**config.mk**
```make
export PLATFORM = sky130hd
export DESIGN_NAME = hazard_scoreboard
export DESIGN_NICKNAME = d
export VERILOG_FILES = /design/src/rtl/hazard_pkg.sv /design/src/rtl/hazard_slot_match.sv /design/src/rtl/hazard_scoreboard.sv
export SDC_FILE = /design/constraint.sdc
export NUM_CORES = 1
export LEC_CHECK = 0
export CORE_UTILIZATION = 44
export CTS_CLUSTER_SIZE = 12
export DETAILED_ROUTE_END_ITERATION = 12
export GPL_TIMING_DRIVEN = 0
export PLACE_DENSITY_LB_ADDON = 0.3
export SLEW_MARGIN = 25
export SYNTH_ARGS = -nofsm -noshare
export SYNTH_HDL_FRONTEND = slang
export SYNTH_SLANG_ARGS = --single-unit
```
**constraint.sdc**
```tcl
create_clock -name clk -period 4.75 [get_ports clk]
set_input_delay 0.7125 -clock clk [delete_from_list [all_inputs] [get_ports clk]]
set_output_delay 0.7125 -clock clk [all_outputs]
set_load 0.005 [all_outputs]
```
**src/rtl/hazard_pkg.sv**
```systemverilog
// Shared types for the hazard/forwarding unit: the in-flight slot record,
// the Execute operand-select encoding and the result-ready helper.
package hazard_pkg;

  // Slots carry register addresses at this fixed width; narrower register files zero-extend.
  localparam int HZ_AW = 8;

  typedef struct packed {
    logic             valid;
    logic             regw;
    logic             load;
    logic [HZ_AW-1:0] wa;
    logic [HZ_AW-1:0] ra1;
    logic [HZ_AW-1:0] ra2;
    logic             use1;
    logic             use2;
  } slot_t;

  typedef enum logic [1:0] {
    FWD_RF = 2'b00,
    FWD_W  = 2'b01,
    FWD_M  = 2'b10
  } fwd_sel_t;

  function automatic int rdy_slot(input logic load, input int alu_rdy, input int ld_rdy);
    return load ? ld_rdy : alu_rdy;
  endfunction

endpackage

```
**src/rtl/hazard_slot_match.sv**
```systemverilog
// Compares one in-flight slot against one source operand: hit when the slot
// writes that register, ready when the slot's result exists at position IDX.
module hazard_slot_match
  import hazard_pkg::*;
#(
  parameter int IDX     = 0,
  parameter int ALU_RDY = 1,
  parameter int LD_RDY  = 2,
  parameter int PC_REG  = 15
) (
  input  logic             valid,
  input  logic             regw,
  input  logic             load,
  input  logic [HZ_AW-1:0] wa,
  input  logic [HZ_AW-1:0] src,
  input  logic             use_src,
  output logic             hit,
  output logic             ready
);

  // The PC register is produced by the register bank itself, so it never depends on the pipe.
  assign hit   = valid && regw && use_src && (wa == src) && (src != HZ_AW'(PC_REG));
  assign ready = (IDX >= rdy_slot(load, ALU_RDY, LD_RDY));

endmodule

```
**src/rtl/hazard_scoreboard.sv**
```systemverilog
// Hazard/forwarding unit: tracks in-flight writes in STAGES post-decode slots,
// raises load-use stalls and branch flushes, and selects Execute operand sources.
module hazard_scoreboard
  import hazard_pkg::*;
#(
  parameter int REG_AW    = 4,
  parameter int STAGES    = 3,
  parameter int ALU_RDY   = 1,
  parameter int LD_RDY    = 2,
  parameter int PC_REG    = 15,
  parameter int WB_BYPASS = 1,
  parameter int CNT_W     = 16,
  localparam int SEL_W    = (STAGES <= 3) ? 2 : $clog2(STAGES)
) (
  input  logic              clk,
  input  logic              rst,
  input  logic              dec_valid,
  input  logic [REG_AW-1:0] dec_ra1,
  input  logic [REG_AW-1:0] dec_ra2,
  input  logic              dec_use1,
  input  logic              dec_use2,
  input  logic              dec_regw,
  input  logic              dec_load,
  input  logic [REG_AW-1:0] dec_wa,
  input  logic              br_taken_e,
  output logic              stall_f,
  output logic              stall_d,
  output logic              flush_d,
  output logic              flush_e,
  output logic [SEL_W-1:0]  fwd_a_e,
  output logic [SEL_W-1:0]  fwd_b_e,
  output logic [CNT_W-1:0]  stall_cnt,
  output logic [CNT_W-1:0]  flush_cnt
);

  if (STAGES < 2 || LD_RDY < ALU_RDY || LD_RDY >= STAGES || REG_AW > HZ_AW) begin : g_cfg_err
    $error("hazard_scoreboard: illegal STAGES/ALU_RDY/LD_RDY/REG_AW combination");
  end

  localparam logic [CNT_W-1:0] CNT_MAX = '1;

  function automatic logic [CNT_W-1:0] sat_inc(input logic [CNT_W-1:0] v);
    return (v == CNT_MAX) ? v : v + CNT_W'(1);
  endfunction

  // Mux input order: regfile, oldest (writeback) slot, slot 1, then deeper slots by index.
  function automatic logic [SEL_W-1:0] slot_sel(input int j);
    if (j == STAGES - 1) return (WB_BYPASS != 0) ? SEL_W'(FWD_RF) : SEL_W'(FWD_W);
    if (j == 1) return SEL_W'(FWD_M);
    return SEL_W'(j + 1);
  endfunction

  slot_t            slot_q [STAGES];
  slot_t            slot_d [STAGES];
  logic [CNT_W-1:0] stall_cnt_q, stall_cnt_d;
  logic [CNT_W-1:0] flush_cnt_q, flush_cnt_d;

  logic [HZ_AW-1:0]  dec_src1, dec_src2, dec_dst;
  logic [STAGES-1:0] dhit_a, drdy_a, dhit_b, drdy_b;
  logic [STAGES-1:0] ehit_a, erdy_a, ehit_b, erdy_b;
  logic              load_use;
  logic [SEL_W-1:0]  fwd_a, fwd_b;

  assign dec_src1 = HZ_AW'(dec_ra1);
  assign dec_src2 = HZ_AW'(dec_ra2);
  assign dec_dst  = HZ_AW'(dec_wa);

  // Decode sources are checked one position ahead, since they reach E a cycle later.
  for (genvar i = 0; i < STAGES; i++) begin : g_match
    hazard_slot_match #(.IDX(i + 1), .ALU_RDY(ALU_RDY), .LD_RDY(LD_RDY), .PC_REG(PC_REG)) u_dec_a (
      .valid(slot_q[i].valid), .regw(slot_q[i].regw), .load(slot_q[i].load), .wa(slot_q[i].wa),
      .src(dec_src1), .use_src(dec_use1), .hit(dhit_a[i]), .ready(drdy_a[i])
    );
    hazard_slot_match #(.IDX(i + 1), .ALU_RDY(ALU_RDY), .LD_RDY(LD_RDY), .PC_REG(PC_REG)) u_dec_b (
      .valid(slot_q[i].valid), .regw(slot_q[i].regw), .load(slot_q[i].load), .wa(slot_q[i].wa),
      .src(dec_src2), .use_src(dec_use2), .hit(dhit_b[i]), .ready(drdy_b[i])
    );
    hazard_slot_match #(.IDX(i), .ALU_RDY(ALU_RDY), .LD_RDY(LD_RDY), .PC_REG(PC_REG)) u_exe_a (
      .valid(slot_q[i].valid), .regw(slot_q[i].regw), .load(slot_q[i].load), .wa(slot_q[i].wa),
      .src(slot_q[0].ra1), .use_src(slot_q[0].use1), .hit(ehit_a[i]), .ready(erdy_a[i])
    );
    hazard_slot_match #(.IDX(i), .ALU_RDY(ALU_RDY), .LD_RDY(LD_RDY), .PC_REG(PC_REG)) u_exe_b (
      .valid(slot_q[i].valid), .regw(slot_q[i].regw), .load(slot_q[i].load), .wa(slot_q[i].wa),
      .src(slot_q[0].ra2), .use_src(slot_q[0].use2), .hit(ehit_b[i]), .ready(erdy_b[i])
    );
  end

  assign load_use = dec_valid && (|((dhit_a & ~drdy_a) | (dhit_b & ~drdy_b)));

  // A taken branch discards the Decode instruction, so it wins over any stall.
  assign stall_d = rst && load_use && !br_taken_e;
  assign stall_f = stall_d;
  assign flush_d = rst && br_taken_e;
  assign flush_e = rst && (load_use || br_taken_e);

  always_comb begin
    fwd_a = SEL_W'(FWD_RF);
    fwd_b = SEL_W'(FWD_RF);
    for (int j = STAGES - 1; j >= 0; j--) begin
      if (j != 0 && ehit_a[j] && erdy_a[j]) fwd_a = slot_sel(j);
      if (j != 0 && ehit_b[j] && erdy_b[j]) fwd_b = slot_sel(j);
    end
  end

  assign fwd_a_e = (rst && slot_q[0].valid) ? fwd_a : SEL_W'(FWD_RF);
  assign fwd_b_e = (rst && slot_q[0].valid) ? fwd_b : SEL_W'(FWD_RF);

  always_comb begin
    slot_d[0] = '0;
    if (dec_valid && !stall_d && !flush_e) begin
      slot_d[0].valid = 1'b1;
      slot_d[0].regw  = dec_regw;
      slot_d[0].load  = dec_load;
      slot_d[0].wa    = dec_dst;
      slot_d[0].ra1   = dec_src1;
      slot_d[0].ra2   = dec_src2;
      slot_d[0].use1  = dec_use1;
      slot_d[0].use2  = dec_use2;
    end
    for (int i = 1; i < STAGES; i++) slot_d[i] = slot_q[i-1];
  end

  always_comb begin
    stall_cnt_d = stall_d    ? sat_inc(stall_cnt_q) : stall_cnt_q;
    flush_cnt_d = br_taken_e ? sat_inc(flush_cnt_q) : flush_cnt_q;
  end

  always_ff @(posedge clk or negedge rst) begin
    if (!rst) begin
      for (int i = 0; i < STAGES; i++) slot_q[i] <= '0;
      stall_cnt_q <= '0;
      flush_cnt_q <= '0;
    end else begin
      slot_q      <= slot_d;
      stall_cnt_q <= stall_cnt_d;
      flush_cnt_q <= flush_cnt_d;
    end
  end

  assign stall_cnt = stall_cnt_q;
  assign flush_cnt = flush_cnt_q;

endmodule

```
# --- Word-level counts from Yosys, hierarchy flattened ---
# Index checks and enable logic that the tools add are counted.
totals:
  regBits: 83
op_classes:
  n_bitwise: 6
  add_sub_neg: 2
  order_cmp: 5
  muxes: 14
  n_reduce_logical: 52
  eq_ne: 16
ops:
  columns: ["cell", "count"]
  rows:
  - [">= comparator 3 x 32 -> 1 bit, first input constant", 3]
  - [">= comparator 2 x 32 -> 1 bit, first input constant", 2]
  - ["== test 8 x 4 -> 1 bit", 6]
  - ["logical AND 1 bit", 45]
  - ["adder 16 x 1 -> 16 bit, second input constant", 2]
  - ["== test 16 bit, second input constant", 2]
  - ["== test 8 bit", 4]
  - ["two-way mux 29 bit", 1]
  - ["two-way mux 2 bit", 11]
  - ["inequality test 8 x 4 -> 1 bit, second input constant", 2]
  - ["inequality test 4 bit, second input constant", 2]
  - ["AND 3 bit", 2]
  - ["AND reduction 2 bit", 2]
  - ["zero test 1 bit", 3]
  - ["inverter 3 bit", 1]
  - ["OR 3 bit", 1]
  - ["OR reduction 3 bit", 1]
  - ["two-way mux 1 bit", 2]
  - ["inverter 1 bit", 2]
  - ["logical OR 1 bit", 1]

# --- Depth between registers and ports, before layout ---
# Gate-level depths: netlist of run 1.
depth:
  ltp_word: 14
  ltp_mapped: 8
  mapped_depth_nobuf: 7

# --- By module ---
# A second synthesis of run 1 with hierarchy kept.
unflattened:
  cells_unflattened: 350
  area_unflattened_um2: 3653.5
modules_own_cells:
  columns: ["mod", "cells_each", "area_per_inst_um2", "seq_area_each_um2", "n_inst"]
  rows:
  - ["hazard_scoreboard", 218, 2702.6, 1576.5, 1]
  - ["hazard_slot_match (g_match[1].u_dec_a ...)", 17, 122.6, 0.0, 4]
  - ["hazard_slot_match (g_match[0].u_dec_a ...)", 16, 115.1, 0.0, 4]

# --- Least setup slack after synthesis of run 1 ---
# OpenSTA, ideal clock, no wires.
synth_timing:
  kind: "input to output"
  start: "input dec_ra1[2]"
  end: "output stall_f"
  slack_ns: 2.376
  t_arrival_ns: 1.661
  cell_stages: 6
  cell_sequence: "xnor2_1 nand4_1 nor4_4 o21ai_2 inv_1 buf_4"
synth_between:
  elab_chain_len: 9
  elab_cells_between_ends: 16
  classes_between: "eq/ne: 4; bitwise: 2; reduce/logical: 10"
synth_rtl:
  columns: ["item", "line", "text"]
  rows:
  - ["start, declared", "hazard_scoreboard.sv:18", "input logic [REG_AW-1:0] dec_ra1,"]
  - ["== test 8 x 4 -> 1 bit", "hazard_slot_match.sv:22", "assign hit = valid && regw && use_src && (wa == src) && (src != HZ_AW'(PC_REG));"]
  - ["logical AND 1 bit (2 in series)", "hazard_slot_match.sv:22", null]
  - ["AND 3 bit (*)", "hazard_scoreboard.sv:88", "assign load_use = dec_valid && (|((dhit_a & ~drdy_a) | (dhit_b & ~drdy_b)));"]
  - ["OR 3 bit (*)", "hazard_scoreboard.sv:88", null]
  - ["OR reduction 3 bit (*)", "hazard_scoreboard.sv:88", null]
  - ["logical AND 1 bit (*)", "hazard_scoreboard.sv:88", null]
  - ["logical AND 1 bit (*) (2 in series)", "hazard_scoreboard.sv:91", "assign stall_d = rst && load_use && !br_taken_e;"]
  - ["end, declared", "hazard_scoreboard.sv:26", "output logic stall_f,"]
# Every way passes the cells marked *; elsewhere a longest branch is shown, timed or not.

# --- Final worst setup path of run 1 ---
layout_timing:
  start: "input dec_ra1[2]"
  end: "output flush_e"
layout_between:
  elab_chain_len: 9
  elab_cells_between_ends: 16
  classes_between: "eq/ne: 4; bitwise: 2; reduce/logical: 10"
layout_rtl:
  columns: ["item", "line", "text"]
  rows:
  - ["== test 8 x 4 -> 1 bit", "hazard_slot_match.sv:22", null]
  - ["logical AND 1 bit (2 in series)", "hazard_slot_match.sv:22", null]
  - ["AND 3 bit (*)", "hazard_scoreboard.sv:88", null]
  - ["OR 3 bit (*)", "hazard_scoreboard.sv:88", null]
  - ["OR reduction 3 bit (*)", "hazard_scoreboard.sv:88", null]
  - ["logical AND 1 bit (*)", "hazard_scoreboard.sv:88", null]
  - ["logical OR 1 bit (*)", "hazard_scoreboard.sv:94", "assign flush_e = rst && (load_use || br_taken_e);"]
  - ["logical AND 1 bit (*)", "hazard_scoreboard.sv:94", null]
  - ["end, declared", "hazard_scoreboard.sv:29", "output logic flush_e,"]
# Marks and branches as above.

==> metrics.md, run 1 <==
| Metric | Value |
|---|---|
| Die height | 78.4 um |
| Critical Path Start Type | input port |
| VDD IR max | approximately 0.13 mV |
| Minimum clock period | 3.57 ns |
| IO buf count | 57 |
| Ys Warns | 0 |
| CP max FO | 3 |
| Top post-synthesis cells by area | dfrtp_1 55%, xor2_1 7.5%, xnor2_1 6.1% |
| P&R area growth vs syn | 30.2% |
| CTS max path bufs | 2 |
| Vias per cell | between 4 and 5 |
| Gpl congestion | 0.815 |
| Die area | 6140 um2 |
| Met3 usage | 0.0372 |
| WL final | 4760 um |
| Fin Hold WS | 0.237 ns |
| Hold Buf Count CTS | 0 |
| Post-route cell area | between 3000 and 4000 um2 |
| CTS tree | done |
| Ant. Diodes | 0 |
| CTS resizes | 0 |
| Ys async rst share | 1.00 |
| Htree depth | 2 |
| Global Route Usage Sum | 0.170 |
| Worst-skew pair later-pin latency | 0.30 ns |
| Synth top cells by count | 56 x dfrtp_1, 22 x xor2_1, 20 x nand2_1 |
| Via count | 1790 |
| Starting Density | 0.460 |
| FP Rows | 27 |
| CP endpoint kind | output port |
| Critical path class | in -> out |
| GR Layer Usage met1 | 0.216 |
| Top cell type's share of synthesized area | 0.546 |
| Synth area leader | dfrtp_1 |
| Fmax | 0.280 GHz |
| Post-Layout Cell Count | 364 |
| Cell Area, Placed | around 3300 um2 |
| # Post-CTS Setup Buffers | 0 |
| Total negative slack | 0 ns |
| Met2 global-route usage | 0.295 |
| Actual slew at the worst max-slew pin | 0.464 ns |
| CTS buffer count | 5 |
| Clk_skew | 0.00841 ns |
| Sequential share of the synthesized area | 0.546 |
| First DRT Iteration DRCs | 49 |
| Post-Synth XOR/XNOR Area | 0.137 |
| Synth Area in Adders | 0.00976 |
| Fill cells | 507 |
| Power Dens Cells | 291 nW/um2 |
| Gate Count Post-Synth | 225 |
| Max-cap viol count | 0 |
| R2R setup slack | roughly 2.7 ns |
| Final Setup Violations | 0 |
| R2R depth | 6 |
| Largest net degree at the start of global routing | 50 |
| Residual overflow from global routing | 0 |
| NumNets Final | 313 |
| Status | finished clean |
| Num ports | 60 |
| Synth Area in Compound Gates | 0.0478 |
| Leakage | 1.52 nW |
| Primary FF master, synth | dfrtp_1 |
| Dpl hpwl | 3580 um |
| Crit Reg-Reg Startpoint | slot_d[49] |
| CTS clk-pin slew, worst paths | 0.09 ns |
| Initial antenna violation count | 0 |
| Die Width | 78.4 um |
| Slew Limit Fails | 0 |
| Synth Cell Area | around 2600 um2 |
| Sink Count | 56 |
| WL/cell | between 10 and 15 um |
| Library cells used by synthesis | 38 |
| Post-synth EDFFs | 0 |
| Mean Syn Cell Area | around 11 um2 |
| Worst flop-to-flop path endpoint | stall_cnt[12] |
| Worst Path Required | 4.04 ns |
| Vias in the first global route | 1784 |
| Min-delay worst type | in -> async |
| Core ar. | 5570 um2 |
| Pre-antenna DRT Iters | 4 |
| Worst Path Arrival | 2.86 ns |
| RSZ-0062 raised after global routing | false |
| Rel. slew slack | 0.683 |
| Synth Register Bits | 56 |
| Largest family of logic cells by synthesized area | simple AND/OR/NAND/NOR gates |
| Top-count cell post-synth | dfrtp_1 |
| Fraction of final layout cells sized beyond drive strength 1 | 0.0959 |
| GRT Max-Usage Layer | met2 |
| Antenna Violating Nets Remaining | 0 |
| Final Hold Fails | 0 |
| Root buf cell | clkbuf_8 |
| Multiplexer share of the synthesized area | 0.0132 |
| Placed cells | 356 |
| First-pass GRT wire length | 8160 um |
| Simple-Gate Fraction of Synth Area | 0.214 |
| Tcrit/Tclk final | 0.752 |
| Remaining DRCs | 0 |
==> power by group <==
| group | switching, mW | internal (mW) | total, mW |
|---|---|---|---|
| sequential | 0.0451 | 0.516 | 0.561 |
| combinational | 0.0572 | 0.106 | 0.164 |
| clock | 0.141 | 0.106 | 0.247 |
| total | 0.243 | 0.728 | 0.971 |
==> cell type report <==
| class | instances | area [um2] | area share |
|---|---|---|---|
| Sequential cell | 56 | 1400 | 0.420 |
| Multi-Input combinational cell | 158 | 1090 | 0.326 |
| Timing Repair Buffer | 58 | 596 | 0.178 |
| Tap cell | 72 | 90.1 | 0.0270 |
| Clock buffer | 7 | 76.3 | 0.0229 |
| Buffer | 6 | 56.3 | 0.0169 |
| Inverter | 6 | 22.5 | 0.00674 |
| Clock inverter | 1 | 8.76 | 0.00262 |
==> routing by layer <==
| metal | wire length, um | vias to the layer above |
|---|---|---|
| li1 | - | 892 |
| met1 | 2160 | 856 |
| met2 | 2350 | 37 |
| met3 | 204 | 5 |
| met4 | 42 | 0 |
| met5 | 0 | - |
==> cells in the final DEF, fill, tap and decap left out, types with 2 or more instances in the layout <==
| cell | count |
|---|---|
| o21a_1 | 2 |
| a31oi_1 | 2 |
| xor2_1 | 22 |
| nand3_1 | 19 |
| nor2_1 | 11 |
| and3_1 | 7 |
| nand4_1 | 5 |
| xnor2_1 | 18 |
| inv_1 | 5 |
| nand2_1 | 20 |
| ha_1 | 2 |
| and2_1 | 11 |
| nor3_1 | 3 |
| nor3_2 | 3 |
| o2111ai_1 | 2 |
| clkbuf_8 | 5 |
| a2111oi_0 | 2 |
| conb_1 | 2 |
| dfrtp_1 | 56 |
| and2_4 | 6 |
| mux2_1 | 3 |
| nor4_1 | 2 |
| clkbuf_1 | 2 |
| and4_1 | 4 |
| clkdlybuf4s50_1 | 56 |
| buf_4 | 5 |
==> worst max-delay path, stage by stage <==
cell and delay, ns:
clkdlybuf4s50_1 0.52, xnor2_1 0.13, nand4_1 0.16, nor4_4 0.40
o21bai_1 0.14, o21ai_0 0.24, clkdlybuf4s50_1 0.55
==> flip-flops by register name (all words and copies together) (netlist names) <==
signal	cells
flush_cnt	16
slot_d	24
stall_cnt	16
==> worst max path at each step <==
stage / end / slack, ns / startpoint
after CTS: flush_e / 1.17 / dec_ra1[2]
after global routing: stall_f / 1.08 / dec_ra1[2]
after global placement: fwd_a_e[1] / -0.52 / rst
after floorplan: stall_f / 2.38 / dec_ra1[2]
after detailed placement: flush_e / 1.18 / dec_ra1[2]
final: flush_e / 1.18 / dec_ra1[2]
==> per-stage QoR <==
stage / setup WS, ns / util / power (mW)
final: 1.18 / 0.599 / 0.971
after global routing: 1.08 / 0.599 / 1.03
after CTS: 1.17 / 0.599 / 0.983
after detailed placement: 1.18 / 0.584 / 0.737
after global placement: -0.516 / 0.579 / 0.730
after floorplan: 2.38 / - / 0.631
==> logic make-up (layout without fill, tap and decap cells) <==
family	count (synthesis)	in the layout
other cells	1	2
simple gates	95	95
xor+xnor	40	40
mux	3	3
compound gates	16	16
buf+inv	12	78
fa+ha+maj	2	2
flops	56	56
Power figures use the tool's default switching activity.
==> run 2, diff against run 1 <==
==> constraint.sdc (replaced) <==
create_clock -name clk -period 3.75 [get_ports clk]
set_input_delay 0.5625 -clock clk [delete_from_list [all_inputs] [get_ports clk]]
set_output_delay 0.5625 -clock clk [all_outputs]
set_load 0.005 [all_outputs]
==> results of run 2 <==
Same layout as run 1 (identical final DEF). Status: finished clean.
Among the figures that moved: setup slack after placement 1.18 ns -> 0.477 ns; setup slack after layout 1.18 ns -> 0.477 ns; hold slack 0.237 ns -> 0.0873 ns; register-to-register setup slack 2.67 ns -> 1.67 ns; total power 0.971 mW -> 1.23 mW; worst IR drop on VDD 0.134 mV -> 0.169 mV
==> run 3, diff against run 2 <==
--- a/config.mk
+++ b/config.mk
@@ -5,11 +5,12 @@
 export SDC_FILE = /design/constraint.sdc
 export NUM_CORES = 1
 export LEC_CHECK = 0
+export CORE_ASPECT_RATIO = 0.7
 export CORE_UTILIZATION = 44
 export CTS_CLUSTER_SIZE = 12
 export DETAILED_ROUTE_END_ITERATION = 12
 export GPL_TIMING_DRIVEN = 0
-export PLACE_DENSITY_LB_ADDON = 0.3
+export PLACE_DENSITY = 0.72
 export SLEW_MARGIN = 25
 export SYNTH_ARGS = -nofsm -noshare
 export SYNTH_HDL_FRONTEND = slang
==> metrics.md, run 3 (synthesis gave the netlist of run 1 again) <==
| Metric | Value |
|---|---|
| Multi-input logic area | 1090 um2 |
| CP max stage delay | 0.54 ns |
| NumNets Final | approximately 310 |
| Max-cap viol count | 0 |
| IO buf count | 57 |
| Via count | 1800 |
| Starting Density | 0.473 |
| WL/cell | about 14 um |
| First-pass GRT wire length | ~8700 um |
| Antenna Violating Nets Remaining | 0 |
| Min-delay worst type | in -> async |
| Residual overflow from global routing | 0 |
| Remaining DRCs | 0 |
| Critical path class | in -> out |
| Slew Limit Fails | 0 |
| # Post-CTS Setup Buffers | 0 |
| Worst Path Required | 3.19 ns |
| Initial antenna violation count | 0 |
| Tot Pwr | 1.21 mW |
| Pre-antenna DRT Iters | 4 |
| Worst flop-to-flop path endpoint | stall_cnt[12] |
| Sink Count | 56 |
| CP max FO | 3 |
| CTS resizes | 0 |
| Minimum clock period | 3.27 ns |
| Clk_skew | between 0.007 and 0.008 ns |
| Largest net degree at the start of global routing | 49 |
| Gpl congestion | 0.761 |
| Worst Path Buf+Inv | 2 |
| Global Route Usage Sum | 0.189 |
| R2R setup slack | between 1.5 and 2 ns |
| WL final | 4910 um |
| Hold Buf Count CTS | 0 |
| Htree depth | 2 |
| Max reg flops | 24 |
| Reg area | 1400 um2 |
| Status | finished clean |
| Crit Reg-Reg Startpoint | slot_d[49] |
| Num ports | 60 |
| Vias per cell | 4.99 |
| Final Hold Fails | 0 |
| Fill cells | 462 |
| Die Width | 93.3 um |
| VDD IR max | 0.361 mV |
| Crit-path slowest cell | clkdlybuf4s50_1 |
| Fin Hold WS | slightly above 0.09 ns |
| Leakage | 1.51 nW |
| Root buf cell | clkbuf_8 |
| Power Dens Cells | 365 nW/um2 |
| CP endpoint kind | output port |
| Dpl hpwl | 3750 um |
| CTS tree | done |
| FP Rows | 22 |
| RSZ-0062 raised after global routing | false |
| Ant. Diodes | 0 |
| First DRT Iteration DRCs | 48 |
| Final Setup Violations | 0 |
| P&R area growth vs syn | 29.6% |
| Worst path top cell family by delay | buffers and inverters |
| Core ar. | 5420 um2 |
| Die area | 6140 um2 |
| Critical Path, Cell by Cell | clkdlybuf4s50_1, xnor2_1, nand4_1, nor4_4, o21bai_1, o21ai_0, clkdlybuf4s50_1 |
| Worst-skew pair later-pin latency | between 0.3 and 0.4 ns |
| Crit-path most repeated cell | clkdlybuf4s50_1 |
| Die height | between 60 and 70 um |
| CTS buffer count | 5 |
| CTS max path bufs | 2 |
| Tcrit/Tclk final | 0.872 |
| Fraction of final layout cells sized beyond drive strength 1 | 0.0934 |
| Commonest cells after routing, fill and taps aside | 56 x dfrtp_1, 56 x clkdlybuf4s50_1, 22 x xor2_1 |
| Critical Path Start Type | input port |
| R2R depth | 6 |
| CTS clk-pin slew, worst paths | 0.08 ns |
| Fmax | 0.306 GHz |
| Vias in the first global route | between 1.5k and 2k |
| Worst Path Arrival | ~2.7 ns |
==> run 3: per-layer routing <==
layer,vias up,GRT usage,wire [um]
met5,-,0,0
met4,0,0.0404,39
met3,4,0.0552,242
met2,37,0.274,2120
met1,865,0.279,2500
li1,894,-,-
==> run 3: through the flow <==
step	utilization	TNS [ns]	cell area (um2)	cells	setup slack [ns]
2_1_floorplan	-	0	2570	226	1.68
3_3_place_gp	0.596	-18.84	3230	355	-1.24
3_5_place_dp	0.600	0	3250	356	0.471
4_1_cts	0.613	0	3320	361	0.468
5_1_grt	0.613	0	3320	361	0.334
6_report	0.613	0	3320	361	0.481
==> run 3: worst register-to-register path, delay by kind of cell, from the launching register on <==
family | cells | cell delay (ns)
AND/OR/NAND/NOR | 3 | 0.88
multiplexers | 1 | 0.36
flip-flops | 1 | 0.42
AO/OA/AOI/OAI | 1 | 0.16
XOR/XNOR | 1 | 0.17
==> run 3: power by group <==
| group | switching (mW) | total [mW] | internal [mW] |
|---|---|---|---|
| Sequential | 0.0597 | 0.713 | 0.653 |
| Combinational | 0.0729 | 0.208 | 0.135 |
| Clock | 0.173 | 0.294 | 0.121 |
==> run 3: area by class of cell <==
cell class / instances / share of cell area
Sequential cell: 56 / 0.422
Tap cell: 72 / 0.0271
Buffer: 6 / 0.0169
Timing Repair Buffer: 58 / 0.179
Multi-Input combinational cell: 158 / 0.328
Clock buffer: 5 / 0.0207
Inverter: 6 / 0.00678
==> run 3: how the worst max path moves through the flow <==
stage	slack, ns	end	startpoint	depth (start not counted)
final	0.48	flush_e	dec_ra1[2]	7
after CTS	0.47	flush_e	dec_ra1[2]	7
after detailed placement	0.47	flush_e	dec_ra1[2]	7
after global placement	-1.24	fwd_a_e[1]	rst	6
after global routing	0.33	stall_f	dec_ra1[2]	8
after floorplan	1.68	stall_f	dec_ra1[2]	6
